## src/rtl/tpu_pkg.sv

```systemverilog
// Shared TPU constants and the operand-feeder state encoding.
// Imported by the feeder, its interface, memory_interface and the PE grid.
package tpu_pkg;

    localparam int DATA_W  = 16;
    localparam int ARRAY_N = 2;

    typedef enum logic [1:0] {
        IDLE,
        LOAD,
        DRAIN,
        DONE
    } feed_state_e;

    // Vector base address width; at least one bit for the N=1 array.
    function automatic int addr_w(int n);
        return (n * n > 1) ? $clog2(n * n) : 1;
    endfunction

endpackage

```

## src/rtl/systolic_feeder_if.sv

```systemverilog
// Feeder bus: memory_interface read port plus the skewed array edges.
// master = feeder (drives addr/load/edges), slave = memory + PE grid side.
interface systolic_feeder_if
    import tpu_pkg::*;
#(
    parameter int N          = ARRAY_N,
    parameter int DATA_WIDTH = DATA_W
);
    localparam int AW = addr_w(N);

    logic [AW-1:0]         mem_addr_top;
    logic [AW-1:0]         mem_addr_left;
    logic                  mem_load;
    logic [DATA_WIDTH-1:0] mem_data_top  [N];
    logic [DATA_WIDTH-1:0] mem_data_left [N];
    logic [DATA_WIDTH-1:0] array_top     [N];
    logic [DATA_WIDTH-1:0] array_left    [N];
    logic                  array_valid;

    modport master (
        output mem_addr_top, mem_addr_left, mem_load,
        output array_top, array_left, array_valid,
        input  mem_data_top, mem_data_left
    );

    modport slave (
        input  mem_addr_top, mem_addr_left, mem_load,
        input  array_top, array_left, array_valid,
        output mem_data_top, mem_data_left
    );

endinterface

```

## src/rtl/skew_delay_line.sv

```systemverilog
// DEPTH-stage data+valid shift register, sync reset, zero-filled.
// Ports: clk, rst, data_i/valid_i in; data_o/valid_o out (DEPTH=0 passes through).
module skew_delay_line #(
    parameter int DEPTH      = 1,
    parameter int DATA_WIDTH = 16
) (
    input  logic                  clk,
    input  logic                  rst,
    input  logic [DATA_WIDTH-1:0] data_i,
    input  logic                  valid_i,
    output logic [DATA_WIDTH-1:0] data_o,
    output logic                  valid_o
);

    if (DEPTH == 0) begin : g_pass
        logic unused_ok;
        assign unused_ok = ^{clk, rst};
        assign data_o    = data_i;
        assign valid_o   = valid_i;
    end else begin : g_shift
        logic [DATA_WIDTH-1:0] d_q [DEPTH];
        logic [DEPTH-1:0]      v_q;

        always_ff @(posedge clk) begin
            if (rst) begin
                for (int j = 0; j < DEPTH; j++) d_q[j] <= '0;
                v_q <= '0;
            end else begin
                d_q[0] <= data_i;
                v_q[0] <= valid_i;
                for (int j = 1; j < DEPTH; j++) begin
                    d_q[j] <= d_q[j-1];
                    v_q[j] <= v_q[j-1];
                end
            end
        end

        assign data_o  = d_q[DEPTH-1];
        assign valid_o = v_q[DEPTH-1];
    end

endmodule

```

## src/rtl/systolic_feeder.sv

```systemverilog
// Reads N vectors from memory_interface and skews them onto the array edges.
// Ports: clk, rst, start in; busy, done out; bus = memory read port + array edges.
module systolic_feeder
    import tpu_pkg::*;
#(
    parameter int N          = ARRAY_N,
    parameter int DATA_WIDTH = DATA_W
) (
    input  logic clk,
    input  logic rst,
    input  logic start,
    output logic busy,
    output logic done,
    systolic_feeder_if.master bus
);

    localparam int AW = addr_w(N);
    localparam int CW = $clog2(N + 1);
    localparam logic [CW-1:0] K_LAST = CW'(N - 1);
    localparam logic [CW-1:0] D_LAST = CW'(N);

    feed_state_e   state_q, state_d;
    logic [CW-1:0] k_q, k_d;
    logic [CW-1:0] cnt_q, cnt_d;
    logic [AW-1:0] addr;

    // Memory data arrives one cycle after load; ld_q marks it valid.
    logic                  ld_q;
    logic                  cap_v_q;
    logic [DATA_WIDTH-1:0] cap_top_q  [N];
    logic [DATA_WIDTH-1:0] cap_left_q [N];
    logic [N-1:0]          top_v, left_v;

    always_ff @(posedge clk) begin
        if (rst) begin
            state_q <= IDLE;
            k_q     <= '0;
            cnt_q   <= '0;
        end else begin
            state_q <= state_d;
            k_q     <= k_d;
            cnt_q   <= cnt_d;
        end
    end

    always_comb begin
        state_d = state_q;
        k_d     = k_q;
        cnt_d   = cnt_q;
        unique case (state_q)
            IDLE: begin
                if (start) begin
                    state_d = LOAD;
                    k_d     = '0;
                end
            end
            LOAD: begin
                if (k_q == K_LAST) begin
                    state_d = DRAIN;
                    k_d     = '0;
                    cnt_d   = '0;
                end else begin
                    k_d = k_q + 1'b1;
                end
            end
            // Runs N+1 cycles: last lane empties N-1 cycles after capture.
            DRAIN: begin
                if (cnt_q == D_LAST) state_d = DONE;
                else                 cnt_d   = cnt_q + 1'b1;
            end
            DONE:    state_d = IDLE;
            default: state_d = IDLE;
        endcase
    end

    assign bus.mem_load      = (state_q == LOAD);
    assign addr              = AW'(int'(k_q) * N);
    assign bus.mem_addr_top  = bus.mem_load ? addr : '0;
    assign bus.mem_addr_left = bus.mem_load ? addr : '0;
    assign busy              = (state_q != IDLE);
    assign done              = (state_q == DONE);

    // Capture zero-fills when no read returned, so stale data never leaks.
    always_ff @(posedge clk) begin
        if (rst) begin
            ld_q    <= 1'b0;
            cap_v_q <= 1'b0;
            for (int i = 0; i < N; i++) begin
                cap_top_q[i]  <= '0;
                cap_left_q[i] <= '0;
            end
        end else begin
            ld_q    <= bus.mem_load;
            cap_v_q <= ld_q;
            for (int i = 0; i < N; i++) begin
                cap_top_q[i]  <= ld_q ? bus.mem_data_top[i]  : '0;
                cap_left_q[i] <= ld_q ? bus.mem_data_left[i] : '0;
            end
        end
    end

    for (genvar i = 0; i < N; i++) begin : g_lane
        skew_delay_line #(
            .DEPTH      (i),
            .DATA_WIDTH (DATA_WIDTH)
        ) u_top (
            .clk     (clk),
            .rst     (rst),
            .data_i  (cap_top_q[i]),
            .valid_i (cap_v_q),
            .data_o  (bus.array_top[i]),
            .valid_o (top_v[i])
        );

        skew_delay_line #(
            .DEPTH      (i),
            .DATA_WIDTH (DATA_WIDTH)
        ) u_left (
            .clk     (clk),
            .rst     (rst),
            .data_i  (cap_left_q[i]),
            .valid_i (cap_v_q),
            .data_o  (bus.array_left[i]),
            .valid_o (left_v[i])
        );
    end

    assign bus.array_valid = |{top_v, left_v};

endmodule
```

## src/flat_wrapper.sv

```systemverilog
// flat-port wrapper written by rule: the top's interface ports become plain ports
module systolic_feeder_flat import tpu_pkg::*;
#(
    parameter int N          = ARRAY_N,
    parameter int DATA_WIDTH = DATA_W
)
  (clk, rst, start, busy, done, bus_mem_addr_top, bus_mem_addr_left, bus_mem_load, bus_array_top, bus_array_left, bus_array_valid, bus_mem_data_top, bus_mem_data_left);
  systolic_feeder_if #(.N(N), .DATA_WIDTH(DATA_WIDTH)) bus_i ();
  input  logic clk;
  input  logic rst;
  input  logic start;
  output logic busy;
  output logic done;
  output wire logic [$bits(bus_i.mem_addr_top)-1:0] bus_mem_addr_top;
  output wire logic [$bits(bus_i.mem_addr_left)-1:0] bus_mem_addr_left;
  output wire logic [$bits(bus_i.mem_load)-1:0] bus_mem_load;
  output wire logic [$bits(bus_i.array_top)-1:0] bus_array_top;
  output wire logic [$bits(bus_i.array_left)-1:0] bus_array_left;
  output wire logic [$bits(bus_i.array_valid)-1:0] bus_array_valid;
  input wire logic [$bits(bus_i.mem_data_top)-1:0] bus_mem_data_top;
  input wire logic [$bits(bus_i.mem_data_left)-1:0] bus_mem_data_left;
  assign bus_mem_addr_top = bus_i.mem_addr_top;
  assign bus_mem_addr_left = bus_i.mem_addr_left;
  assign bus_mem_load = bus_i.mem_load;
  assign bus_array_top = {>>{bus_i.array_top}};
  assign bus_array_left = {>>{bus_i.array_left}};
  assign bus_array_valid = bus_i.array_valid;
  assign bus_i.mem_data_top = {>>{bus_mem_data_top}};
  assign bus_i.mem_data_left = {>>{bus_mem_data_left}};
  systolic_feeder #(.N(N), .DATA_WIDTH(DATA_WIDTH)) u_core (.clk(clk), .rst(rst), .start(start), .busy(busy), .done(done), .bus(bus_i));
endmodule
```

## config.mk

```make
export PLATFORM = sky130hd
export DESIGN_NAME = systolic_feeder_flat
export DESIGN_NICKNAME = d
export VERILOG_FILES = /design/src/rtl/tpu_pkg.sv /design/src/rtl/systolic_feeder_if.sv /design/src/rtl/skew_delay_line.sv /design/src/rtl/systolic_feeder.sv /design/src/flat_wrapper.sv
export SDC_FILE = /design/constraint.sdc
export NUM_CORES = 1
export LEC_CHECK = 0
export ABC_AREA = 1
export CAP_MARGIN = 15
export CORE_ASPECT_RATIO = 1.25
export CORE_MARGIN = 5
export CORE_UTILIZATION = 34
export DETAILED_ROUTE_END_ITERATION = 8
export GPL_TIMING_DRIVEN = 1
export PLACE_DENSITY = 0.65
export SYNTH_ARGS = -nofsm -noshare
export SYNTH_HDL_FRONTEND = slang
export SYNTH_HIERARCHICAL = 1
export SYNTH_SLANG_ARGS = --single-unit
```

## constraint.sdc

```tcl
create_clock -name clk -period 1.2 [get_ports clk]
set_input_delay 0.36 -clock clk [delete_from_list [all_inputs] [get_ports clk]]
set_output_delay 0.36 -clock clk [all_outputs]
set_load 0.05 [all_outputs]
```

# After elaboration in Yosys (flattened, before gate mapping)
# Memories as Yosys holds them, arrays and structs flattened.
# Index checks and enable logic that the tools add are counted.
# totals
input_bits,67
mem_bits_rw,96
reg_bits,9
memories,4
out_inout_bits,72
# memory_table
name,words,width,rd,rd_clocked_by_memory_dff,write_ports,line,rtl
u_core.cap_left_q,2,16,2,0,2,systolic_feeder.sv:31,logic [DATA_WIDTH-1:0] cap_left_q [N];
u_core.cap_top_q,2,16,2,0,2,systolic_feeder.sv:30,logic [DATA_WIDTH-1:0] cap_top_q [N];
u_core.g_lane[1].u_left.g_shift.d_q,1,16,1,0,1,skew_delay_line.sv:21,logic [DATA_WIDTH-1:0] d_q [DEPTH];
u_core.g_lane[1].u_top.g_shift.d_q,1,16,1,0,1,skew_delay_line.sv:21,
# op_classes
n_eq_ne,9
n_bitwise,4
n_reduce_logical,10
addsub,2
n_mux,26
# op_table
cell,n
16-bit 2-to-1 mux,10
16-bit OR reduction,2
2-bit 2-to-1 mux,8
2-bit case mux with 2 select lines,2
2-bit case mux with 4 select lines,1
"2-bit == test, second input constant",3
"2-bit inequality test, second input constant",3
3-bit AND reduction,2
2-bit nonzero test,3
1-bit 2-to-1 mux,5
"2-bit by 1-bit adder with 2-bit output, second input constant",2
"2-bit by 1-bit == test with 1-bit output, second input constant",2
1-bit bitwise OR,4
2-bit logical NOT,1
"2-bit by 1-bit inequality test with 1-bit output, second input constant",1
2-bit AND reduction,1
2-bit OR reduction,1

# Longest topological paths before layout
# Gate-level depths: netlist of run 1.
# logic_depth
ltp_word,3
mapped_depth,9

# Hierarchy
# Netlist of run 1, hierarchy kept.
# by_module_without_submodules
module,seq_area_each_um2,n_inst,cells_each,area_per_inst_um2
systolic_feeder,1441.4,1,273,2751.4
skew_delay_line (u_core.g_lane[1].u_left ...),340.3,2,53,494.2
skew_delay_line (u_core.g_lane[0].u_left ...),0.0,2,17,127.6

# Least setup slack after synthesis of run 1
# OpenSTA, ideal clock, no wires.
# synth_timing
path_type,register to output
from,register u_core.state_q[1]
to,output bus_mem_addr_top[1]
stages_incl_launch_ff,6
path_slack_ns,-0.389
arrival_time_ns,1.229
required_time_ns,0.840
cell_sequence,dfxtp_1 > inv_1 > ha_1 > nand2_1 > inv_1 > buf_4
# synth_via
elab_chain_len,2
# synth_lines
item,line,rtl
"start, declared",systolic_feeder.sv:22,"feed_state_e state_q, state_d;"
"start signal, assigned",systolic_feeder.sv:40,state_q <= state_d;
2-bit by 1-bit == test with 1-bit output,systolic_feeder.sv:76,assign bus.mem_load = (state_q == LOAD);
2-bit 2-to-1 mux,--,
"end, declared",flat_wrapper.sv:14,output wire logic [$bits(bus_i.mem_addr_top)-1:0] bus_mem_addr_top;
# No other way between the ends.

# Final worst setup path of run 1
# layout_timing
from,register u_core.state_q[1]
to,output bus_mem_addr_top[1]
# layout_via
elab_chain_len,2
# layout_lines
item,line,rtl
2-bit by 1-bit == test with 1-bit output,systolic_feeder.sv:76,
2-bit 2-to-1 mux,systolic_feeder.sv:78,assign bus.mem_addr_top = bus.mem_load ? addr : '0;
# No other way between the ends.

==> results of run 1 <==
final timing paths:
path	start	to	cells past startpoint
setup / recovery	u_core/state_q[1]	bus_mem_addr_top[1]	5
hold / removal	u_core/cap_top_q[0][16]	u_core/g_lane[1].u_top/g_shift.d_q[0][0]	2
setup reg to reg	u_core/state_q[1]	u_core/cnt_q[1]	9
hold reg to reg	u_core/cap_top_q[0][16]	u_core/g_lane[1].u_top/g_shift.d_q[0][0]	2
registers in the layout (all words and copies together) (netlist names):
register,cells
u_core/k_q,2
u_core/g_lane.u_left/g_shift.d_q,16
u_core/cnt_q,2
u_core/g_lane.u_left/valid_o,1
u_core/cap_top_q,32
u_core/cap_left_q,32
u_core/g_lane.u_top/valid_o,1
u_core/g_lane.u_top/g_shift.d_q,16
u_core/cap_v_q,1
u_core/ld_q,1
u_core/state_q,2
worst max-delay path, stage by stage (launching register included):
cell,delay [ps]
dfxtp_2,360
inv_4,50
ha_4,160
nand2_4,60
clkinvlp_4,120
buf_12,170
cells in the final DEF, fill, tap and decap left out:
master / count
buf_2: 1
inv_4: 3
o21ai_1: 1
nand3_1: 1
buf_4: 15
nor2_4: 51
nand2_1: 5
bufinv_16: 1
clkdlybuf4s50_1: 65
dfxtp_2: 67
nand3_2: 3
a21oi_1: 2
clkinvlp_4: 4
dfxtp_1: 38
inv_1: 103
nand2_2: 5
conb_1: 2
inv_8: 1
nand2_4: 3
nor2_2: 5
clkbuf_1: 1
buf_6: 4
clkinv_4: 1
nand2_8: 1
dfxtp_4: 1
or2_0: 1
inv_6: 1
nor2_1: 60
buf_12: 74
ha_1: 1
o21ai_4: 2
inv_2: 4
ha_4: 5
clkbuf_16: 9
cell usage after synthesis:
library cell / n / area (um^2)
o21ai_2: 1 / 8.76
nand2_4: 1 / 11.3
buf_8: 2 / 30.0
inv_2: 2 / 7.51
nand3_1: 4 / 20.0
dfxtp_1: 106 / 2120
ha_1: 6 / 75.1
nor2_1: 67 / 251
buf_6: 2 / 22.5
buf_2: 1 / 5.00
a21oi_1: 2 / 10.0
or2_0: 1 / 6.26
buf_12: 6 / 120
buf_4: 37 / 278
o21ai_0: 2 / 10.0
inv_1: 110 / 413
nor2_4: 49 / 552
nand2_1: 13 / 48.8
conb_1: 1 / 3.75
final cells by class:
| class | count | area (um^2) | area share |
|---|---|---|---|
| clock buffer | 10 | 229 | 0.0348 |
| clock inverter | 6 | 73.8 | 0.0112 |
| inverter | 112 | 435 | 0.0661 |
| multi-input combinational | 148 | 1170 | 0.177 |
| sequential | 106 | 2210 | 0.336 |
| tap | 138 | 173 | 0.0262 |
| timing repair buffer | 159 | 2290 | 0.349 |
cell families (layout without fill, tap and decap cells):
group / after synthesis / in the layout / synth area share
flops: 106 / 106 / 0.531
buf+inv: 160 / 287 / 0.219
other cells: 1 / 2 / 0.000939
simple gates: 135 / 135 / 0.223
fa+ha+maj: 6 / 6 / 0.0188
compound gates: 5 / 5 / 0.00720
per-layer routing:
layer | wire, um | vias up | share of wire
met3 | 457 | 10 | 0.057
met2 | 4670 | 78 | 0.58
met5 | 0 | - | 0
met1 | 2780 | 1191 | 0.35
met4 | 137 | 0 | 0.017
li1 | - | 1340 | -
power breakdown:
part           switching [mW]  total [mW]  internal (mW)
registers               0.199        4.01           3.81
logic                    1.84        3.51           1.67
clock network            1.28        2.93           1.64
metrics by stage:
stage	setup TNS [ps]	setup slack, ps	utilization
6_report	-2880	-412	0.569
5_1_grt	-3620	-461	0.569
4_1_cts	-2180	-430	0.562
3_5_place_dp	-1570	-272	0.517
3_3_place_gp	-826	-175	0.517
2_1_floorplan	-678	-266	-
timing repair:
action / 4_1_cts / 5_1_grt
setup buffers: 3 / 5
setup endpoints to repair: 76 / 36
pin swaps: 10 / 8
resized for setup: 98 / 14
==> results.yml, run 1 <==
grt:
  use_met2: 0.223
  antenna_found_initial: 0
  met1_usage: 0.113
  grt_pass1_wl_um: 12900
  track_usage: 0.116
  top_usage_layer: "met2"
  overflow: 0
  grt_max_degree: 20
  met3_usage: 0.0388
  grt_pass1_vias: 2738
critical_path:
  critical_path.endpoint_type: "output pin"
  crit_fanout: 3
  rrSetupSlack_ps: -190
  path_class: "reg2out"
  critPathArrivalTime_ps: 1250
  worstSetupStartpointType: "flop"
  required_ps: 840
routing:
  first_pass_iters: 3
  drc: 0
  viasPerCell: 3.86
  drt_iter0_markers: 40
  final_antenna_net_count: 0
  vias: 2619
  drt_wl_total_um: 8050
  wire_per_inst_um: 11.9
floorplanning:
  dieArea_mm2: 0.0140
  die_w_um: 107
  io_pins: 139
  die_y_um: 131
  fp.coreArea_mm2: 0.0116
  rows: 44
  start_util: 0.346
clock_tree:
  cts_sinks: 106
  clk_pin_slew_worst_paths_ps: 70
  root_buffer: "clkbuf_16"
  cts_buffer_depth: 2
  htree_levels: 3
  clkLatencyLatePin_ps: 330
  cts_tree: "yes"
  cts_buffers: 9
  cts_hold_buf: 0
placed_design:
  placed_cell_area_mm2: 0.00598
  port_buffers: 136
  place_congestion: 0.788
  dp_cells: 656
  dp_hpwl_um: 6200
sta:
  finalSetupViolCount: 12
  finalMaxSlewViolations: 0
  skew_ps: 7.55
  fin_crit_sh: 1.34
  fmax_mhz: 620
  hold_viol: 0
  whs_ps: 392
  finalWorstSetupSlack_ps: -412
  rsz0062_at_grt: "yes"
  period_needed_ps: 1610
synthesis:
  yosys_warnings: 6
  synthCells: 413
  synth_area_mm2: 0.00400
  synthDistinctLibCells: 19
  synth_area_per_cell_um2: 9.67
  ys_ff_latch: 106
  yosysSeqAreaShare: 0.531
run:
  cap_violations: 0
power:
  ir_drop_v: 0.00146
  pwr_density_cell_mw_per_mm2: 1590
  leakagePower_nw: 2.80
  power_mw: 10.4
cells_and_area:
  synthToLayoutAreaGrowth_pct: 64.8
  final_cells: 679
  nets: 609
  diodes: 0
  drive_gt1_frac: 0.482
  design_area_mm2: 0.00658
  fill_cells: 936
min_path:
  worstHoldPathType: "reg2reg"
status:
  status: "finished with violations"
  violations: "setup timing"
(Power assumes the default switching activity.)
==> run 2, diff against run 1 <==
--- a/config.mk
+++ b/config.mk
@@ -11,6 +11,7 @@
 export CORE_MARGIN = 5
 export CORE_UTILIZATION = 34
 export DETAILED_ROUTE_END_ITERATION = 8
+export GPL_ROUTABILITY_DRIVEN = 0
 export GPL_TIMING_DRIVEN = 1
 export PLACE_DENSITY = 0.65
 export SYNTH_ARGS = -nofsm -noshare
==> results of run 2 <==
The final DEF is identical to that of run 1; final timing and power are the same.
